==> config.mk <==
export PLATFORM = sky130hd
export DESIGN_NAME = dds_update_ctrl
export DESIGN_NICKNAME = d
export VERILOG_FILES = /design/src/rtl/dds_update_ctrl.sv
export SDC_FILE = /design/constraint.sdc
export NUM_CORES = 1
export LEC_CHECK = 0
export BUFFER_PORTS_ARGS = -buffer_cell sky130_fd_sc_hd__buf_2
export CORE_MARGIN = 4
export CORE_UTILIZATION = 51
export DETAILED_ROUTE_END_ITERATION = 10
export PLACE_DENSITY = 0.87
export SKIP_CTS_REPAIR_TIMING = 1
export SLEW_MARGIN = 20
export SYNTH_ARGS = -nofsm -noshare
export SYNTH_HDL_FRONTEND = slang
export SYNTH_SLANG_ARGS = --single-unit
export TNS_END_PERCENT = 1
==> constraint.sdc <==
create_clock -name clk_50m -period 3.49 [get_ports clk_50m]
set_input_delay 0.698 -clock clk_50m [delete_from_list [all_inputs] [get_ports clk_50m]]
set_output_delay 0.698 -clock clk_50m [all_outputs]
set_load 0.1 [all_outputs]
==> src/rtl/dds_update_ctrl.sv <==
// dds_update_ctrl
// Collects frequency/phase/amplitude settings from key_control. It waits until they have
// stopped changing and then until the channel-1 accumulator wraps. It then applies all
// settings to the five-channel DDS core in one cycle, together with an accumulator-clear
// pulse, so the channels stay phase-aligned.
//
// Ports:
//   clk_50m     system clock
//   rst_n       asynchronous active-low reset
//   freq_in     frequency tuning word from key_control
//   phase_in    phase offsets, channel k (1..5) in [32k-1:32k-32]
//   amp_in      signed amplitudes for channels 2..5, channel k in [8k-9:8k-16]
//   acc_msb     MSB of the channel-1 phase accumulator
//   freq_word   applied tuning word
//   phase_word  applied phase offsets (same packing as phase_in)
//   amp_word    applied amplitudes (same packing as amp_in)
//   acc_clr     one-cycle accumulator clear, aligned with the first cycle of new words
//   busy        high while an update is pending
//   upd_cnt     completed-update counter, wraps 255 -> 0
module dds_update_ctrl #(
  parameter int unsigned SETTLE_CYCLES  = 50000,
  parameter int unsigned TIMEOUT_CYCLES = 5000000,
  parameter logic [31:0] RST_FREQ       = 32'd131072
) (
  input  logic         clk_50m,
  input  logic         rst_n,
  input  logic [31:0]  freq_in,
  input  logic [159:0] phase_in,
  input  logic [31:0]  amp_in,
  input  logic         acc_msb,
  output logic [31:0]  freq_word,
  output logic [159:0] phase_word,
  output logic [31:0]  amp_word,
  output logic         acc_clr,
  output logic         busy,
  output logic [7:0]   upd_cnt
);

  localparam int unsigned CntW = $clog2(SETTLE_CYCLES);
  localparam int unsigned TmrW = $clog2(TIMEOUT_CYCLES);
  localparam int unsigned SetW = 224;

  typedef enum logic [1:0] {StIdle, StSettle, StWaitWrap, StLoad} state_e;

  state_e              state_q, state_d;
  logic [SetW-1:0]     snap_q, snap_d;
  logic [CntW-1:0]     cnt_q, cnt_d;
  logic [TmrW-1:0]     tmr_q, tmr_d;
  logic                acc_msb_q;
  logic [31:0]         freq_q, freq_d;
  logic [159:0]        phase_q, phase_d;
  logic [31:0]         amp_q, amp_d;
  logic                acc_clr_q, acc_clr_d;
  logic                busy_q, busy_d;
  logic [7:0]          upd_cnt_q, upd_cnt_d;

  logic [SetW-1:0]     inputs_w;
  logic [SetW-1:0]     applied_w;
  logic                chg;
  logic                wrap;

  assign inputs_w  = {freq_in, phase_in, amp_in};
  assign applied_w = {freq_q, phase_q, amp_q};
  // Falling edge of the accumulator MSB marks a wrap of channel 1.
  assign wrap      = acc_msb_q & ~acc_msb;
  // In IDLE compare against what is applied; once pending, against the latest snapshot.
  assign chg       = (state_q == StIdle) ? (inputs_w != applied_w) : (inputs_w != snap_q);

  always_comb begin
    state_d   = state_q;
    snap_d    = snap_q;
    cnt_d     = cnt_q;
    tmr_d     = tmr_q;
    freq_d    = freq_q;
    phase_d   = phase_q;
    amp_d     = amp_q;
    acc_clr_d = 1'b0;
    busy_d    = busy_q;
    upd_cnt_d = upd_cnt_q;

    unique case (state_q)
      StIdle: begin
        if (chg) begin
          snap_d  = inputs_w;
          cnt_d   = '0;
          busy_d  = 1'b1;
          state_d = StSettle;
        end
      end
      StSettle: begin
        if (chg) begin
          snap_d = inputs_w;
          cnt_d  = '0;
        end else if (cnt_q == CntW'(SETTLE_CYCLES - 1)) begin
          tmr_d   = '0;
          state_d = StWaitWrap;
        end else begin
          cnt_d = cnt_q + 1'b1;
        end
      end
      StWaitWrap: begin
        // A fresh key step outranks a coincident wrap or timeout.
        if (chg) begin
          snap_d  = inputs_w;
          cnt_d   = '0;
          state_d = StSettle;
        end else if (wrap || (tmr_q == TmrW'(TIMEOUT_CYCLES - 1))) begin
          {freq_d, phase_d, amp_d} = snap_q;
          acc_clr_d = 1'b1;
          upd_cnt_d = upd_cnt_q + 8'd1;
          state_d   = StLoad;
        end else begin
          tmr_d = tmr_q + 1'b1;
        end
      end
      StLoad: begin
        busy_d  = 1'b0;
        state_d = StIdle;
      end
      default: state_d = StIdle;
    endcase
  end

  always_ff @(posedge clk_50m or negedge rst_n) begin
    if (!rst_n) begin
      state_q   <= StIdle;
      snap_q    <= {RST_FREQ, 160'd0, 32'd0};
      cnt_q     <= '0;
      tmr_q     <= '0;
      acc_msb_q <= 1'b0;
      freq_q    <= RST_FREQ;
      phase_q   <= '0;
      amp_q     <= '0;
      acc_clr_q <= 1'b0;
      busy_q    <= 1'b0;
      upd_cnt_q <= '0;
    end else begin
      state_q   <= state_d;
      snap_q    <= snap_d;
      cnt_q     <= cnt_d;
      tmr_q     <= tmr_d;
      acc_msb_q <= acc_msb;
      freq_q    <= freq_d;
      phase_q   <= phase_d;
      amp_q     <= amp_d;
      acc_clr_q <= acc_clr_d;
      busy_q    <= busy_d;
      upd_cnt_q <= upd_cnt_d;
    end
  end

  assign freq_word  = freq_q;
  assign phase_word = phase_q;
  assign amp_word   = amp_q;
  assign acc_clr    = acc_clr_q;
  assign busy       = busy_q;
  assign upd_cnt    = upd_cnt_q;

endmodule
==> metrics.md <==
| Metric | Value |
|---|---|
| Filler cells | `3169` |
| Max-cap violations | `0` |
| Post-synth EDFFs | `0` |
| First-pass GRT wire length | `139000 microns` |
| Final layout net count | `3270` |
| Hold_ws | `0.0942 ns` |
| IO buf count | `460` |
| Outcome | `finished with violations` |
| Main synth FF type | `dfrtp_1` |
| CTS root buf | `clkbuf_16` |
| Crit Path Class | `flip-flop to flip-flop` |
| Power share of the combinational group | `0.099` |
| DR WL/cell | `27.7 microns` |
| Critical path peak fanout | `19` |
| Least-Margin Pin Slew | `1.04 ns` |
| Delay-heaviest family, CP | `buffers and inverters` |
| Flops & latches, synth | `500` |
| Internal cell power | `0.00996 W` |
| Async S/R FF share, synth | `1.00` |
| Layout overhead on the synthesized area | `36.1%` |
| Clock-pin transition on the worst setup and hold timing paths | `0.07 ns` |
| Num CTS Buffers | `55` |
| Worst setup margin | `-0.633 ns` |
| CP Launch Point | `state_q[0]` |
| CTS tree | `done` |
| Die H | `231 microns` |
| Vias/cell | `6.39` |
| # setup viols final | `499` |
| Min-Delay Path Class | `primary input to async pin` |
| Die area | `0.0535 sq mm` |
| Dpl ws | `-0.832 ns` |
| CP endpoint kind | `flip-flop` |
| Tcrit/Tclk final | `1.18` |
| CP required | `4.00 ns` |
| CP bufs+invs | `8` |
| Failing checks | `DRC, setup timing` |
| Worst vdd ir | `0.514 mV` |
| Top cell by count, worst path | `buf_4` |
| Worst Setup Start Kind | `flip-flop` |
| Syn Nets | `2475` |
| DRC violations left | `1` |
| Width of the die | `231 microns` |
| Leakage | `16.7 nW` |
| DRT Wirelength | `104000 microns` |
| Worst-Skew Late Latency | `0.63 ns` |
| Synthesized area | `0.0254 sq mm` |
| Final Hold Viols | `0` |
| CP max stage cell | `a2111oi_0` |
| Pwr Density | `387 mW/mm^2` |
| Switching power total | `0.00344 W` |
| Ports | `461` |
| Cells after Synth | `2245` |
| Largest net degree at the start of global routing | `89` |
| Max-slew headroom | `0.299` |
| Gr ovfl total | `0` |
| Number of routed nets with antenna violations | `0` |
| Slew Viols, Final | `0` |
| Min Tclk post-route | `4.12 ns` |
| RSZ-0062 raised after global routing | `yes` |
| F_max | `0.243 GHz` |
| Mapped Avg Cell Area | `11.3 sq um` |
| Clock share of power | `0.448` |
| # rows | `81` |
| Number of global-route vias before repair | `23100` |
| RePlAce Congestion | `1.01` |
| Drt first-iter violations | `2861` |
| Clk_skew | `0.0288 ns` |
| First-pass DRT Iterations | `11` |
| Dpl cells | `3609` |
| Core area | `0.0492 sq mm` |
| Crit path cell chain | `nor2_4, buf_6, buf_4, buf_4, buf_12, a2111oi_0, a22oi_2, nor4_2, nand4_1, buf_4, nor2_1, a22oi_2, clkbuf_16, buf_16, buf_6, nor2_1` |
| Leading cell type in the layout, fill and taps excluded | `dfrtp_1` |
| Final setup TNS | `-251.06 ns` |
| Switching part of the total | `0.257` |
| Yosys cell types | `79` |
| Total number of vias | `24100` |
| Worst-case clock buffer depth | `3` |
| Total track usage | `0.338` |
| Max stage delay on crit path | `0.67 ns` |
| Reg2reg start | `state_q[0]` |
| Antenna violations before repair | `30` |
| CTS Sinks | `500` |
| Synthesis Warnings | `0` |
| Critical Path AT | `4.64 ns` |
| Most frequent cells in the layout | `dfrtp_1, buf_2, buf_4` |
| Initial Util | `0.518` |
| Flop pwr share | `0.453` |
| Total power | `0.0134 W` |
| Layout cells sized above 1 | `0.456` |
| Final Non-Filler Cells | `3768` |
| Dpl hpwl | `70700 microns` |
| Sequential area share after synthesis | `0.492` |
| H-tree depth | `2` |
[path summary, 6_finish.rpt]
| kind | endpoint | slack, ns | cells after the start |
|---|---|---|---|
| worst min register to register | upd_cnt[7] | 0.48 | 1 |
| worst max-delay path | cnt_q[6] | -0.63 | 16 |
| worst max register to register | cnt_q[6] | -0.63 | 16 |
| min in group clk_50m | acc_msb_q | 0.25 | 1 |
| worst min-delay path | phase_word[84] | 0.09 | 1 |
| max in group asynchronous | phase_word[147] | 2.44 | 2 |
[synth_stat cells (7+ instances only)]
master,count,area share
nor4b_1,8,0.0028
xnor2_1,108,0.037
clkbuf_1,41,0.0060
buf_1,12,0.0018
o21ai_0,85,0.017
nand2b_1,32,0.0079
nand3_1,46,0.0090
a31oi_1,21,0.0052
and3_1,14,0.0034
nor3_1,17,0.0033
mux2_1,18,0.0080
or4_1,7,0.0021
o22ai_1,63,0.015
mux2i_1,80,0.031
o2111ai_1,20,0.0069
xor2_1,96,0.033
a21oi_1,19,0.0037
inv_1,184,0.027
mux2_2,355,0.16
a221o_1,8,0.0031
a2111oi_0,10,0.0034
nand4_1,34,0.0084
nor2_1,58,0.0086
o31ai_1,19,0.0056
nand2_1,111,0.016
nor2b_1,22,0.0054
a211oi_1,8,0.0024
nor4_1,40,0.0098
dfrtp_1,498,0.49
buf_2,38,0.0075
o221ai_1,12,0.0041
o41ai_1,26,0.0089
a221oi_1,22,0.0076
[final cells by class]
class	count	area, sq um	share of cell area
Multi-Input combinational cell	1461	12700	0.366
Clock buffer	83	1660	0.0480
Sequential cell	500	12600	0.363
Clock inverter	21	184	0.00531
Antenna cell	17	42.5	0.00123
Timing Repair Buffer	838	5980	0.173
Inverter	184	691	0.0199
Tap cell	664	831	0.0240
[metrics by stage]
step / util / instance area [sq um]
2_1_floorplan: - / 25600
3_3_place_gp: 0.632 / 31000
3_5_place_dp: 0.632 / 31000
4_1_cts: 0.669 / 32900
5_1_grt: 0.704 / 34600
6_report: 0.704 / 34600
[registers in the layout, indices dropped and copies added (netlist names), 2 cells and up]
signal      flops
freq_word      32
cnt_q          16
amp_word       32
tmr_q          23
upd_cnt         8
snap_q        224
state_q         2
phase_word    160
[worst register-to-register path, stage by stage, from the launching register on]
cell and delay [ns]:
dfrtp_2 0.44, nor2_4 0.06, buf_6 0.12, buf_4 0.12, buf_4 0.18, buf_12 0.18, a2111oi_0 0.69, a22oi_2 0.29
nor4_2 0.36, nand4_1 0.13, buf_4 0.18, nor2_1 0.24, a22oi_2 0.21, clkbuf_16 0.26, buf_16 0.18, buf_6 0.15
nor2_1 0.23
[kinds of logic (layout without fill, tap and decap cells)]
| group | Yosys count | in the layout | share of synthesized area |
|---|---|---|---|
| multiplexers | 453 | 453 | 0.197 |
| buffers and inverters | 284 | 1126 | 0.0455 |
| XOR/XNOR | 204 | 204 | 0.0702 |
| other | 0 | 17 | 0 |
| adder cells (fa/ha/maj) | 3 | 3 | 0.00148 |
| flip-flops | 500 | 500 | 0.492 |
| AND/OR/NAND/NOR | 424 | 424 | 0.0887 |
| AO/OA/AOI/OAI | 377 | 377 | 0.106 |
[power by group through the flow]
stage                     logic, W  registers, W  clock network, W
final                      0.00133       0.00607           0.00600
after CTS                  0.00127       0.00605           0.00597
after global routing       0.00141       0.00607           0.00624
after floorplan           0.000478       0.00612                 0
after detailed placement   0.00125       0.00615                 0
after global placement     0.00121       0.00613                 0
[metal layers]
layer,vias to the layer above,GRT usage,routed length [microns]
met1,11900,0.419,37000
met3,577,0.101,12400
met4,26,0.169,8270
met5,-,0,175
met2,1811,0.542,46500
li1,9776,-,-
Note: power is estimated with default switching activity, not from simulation.
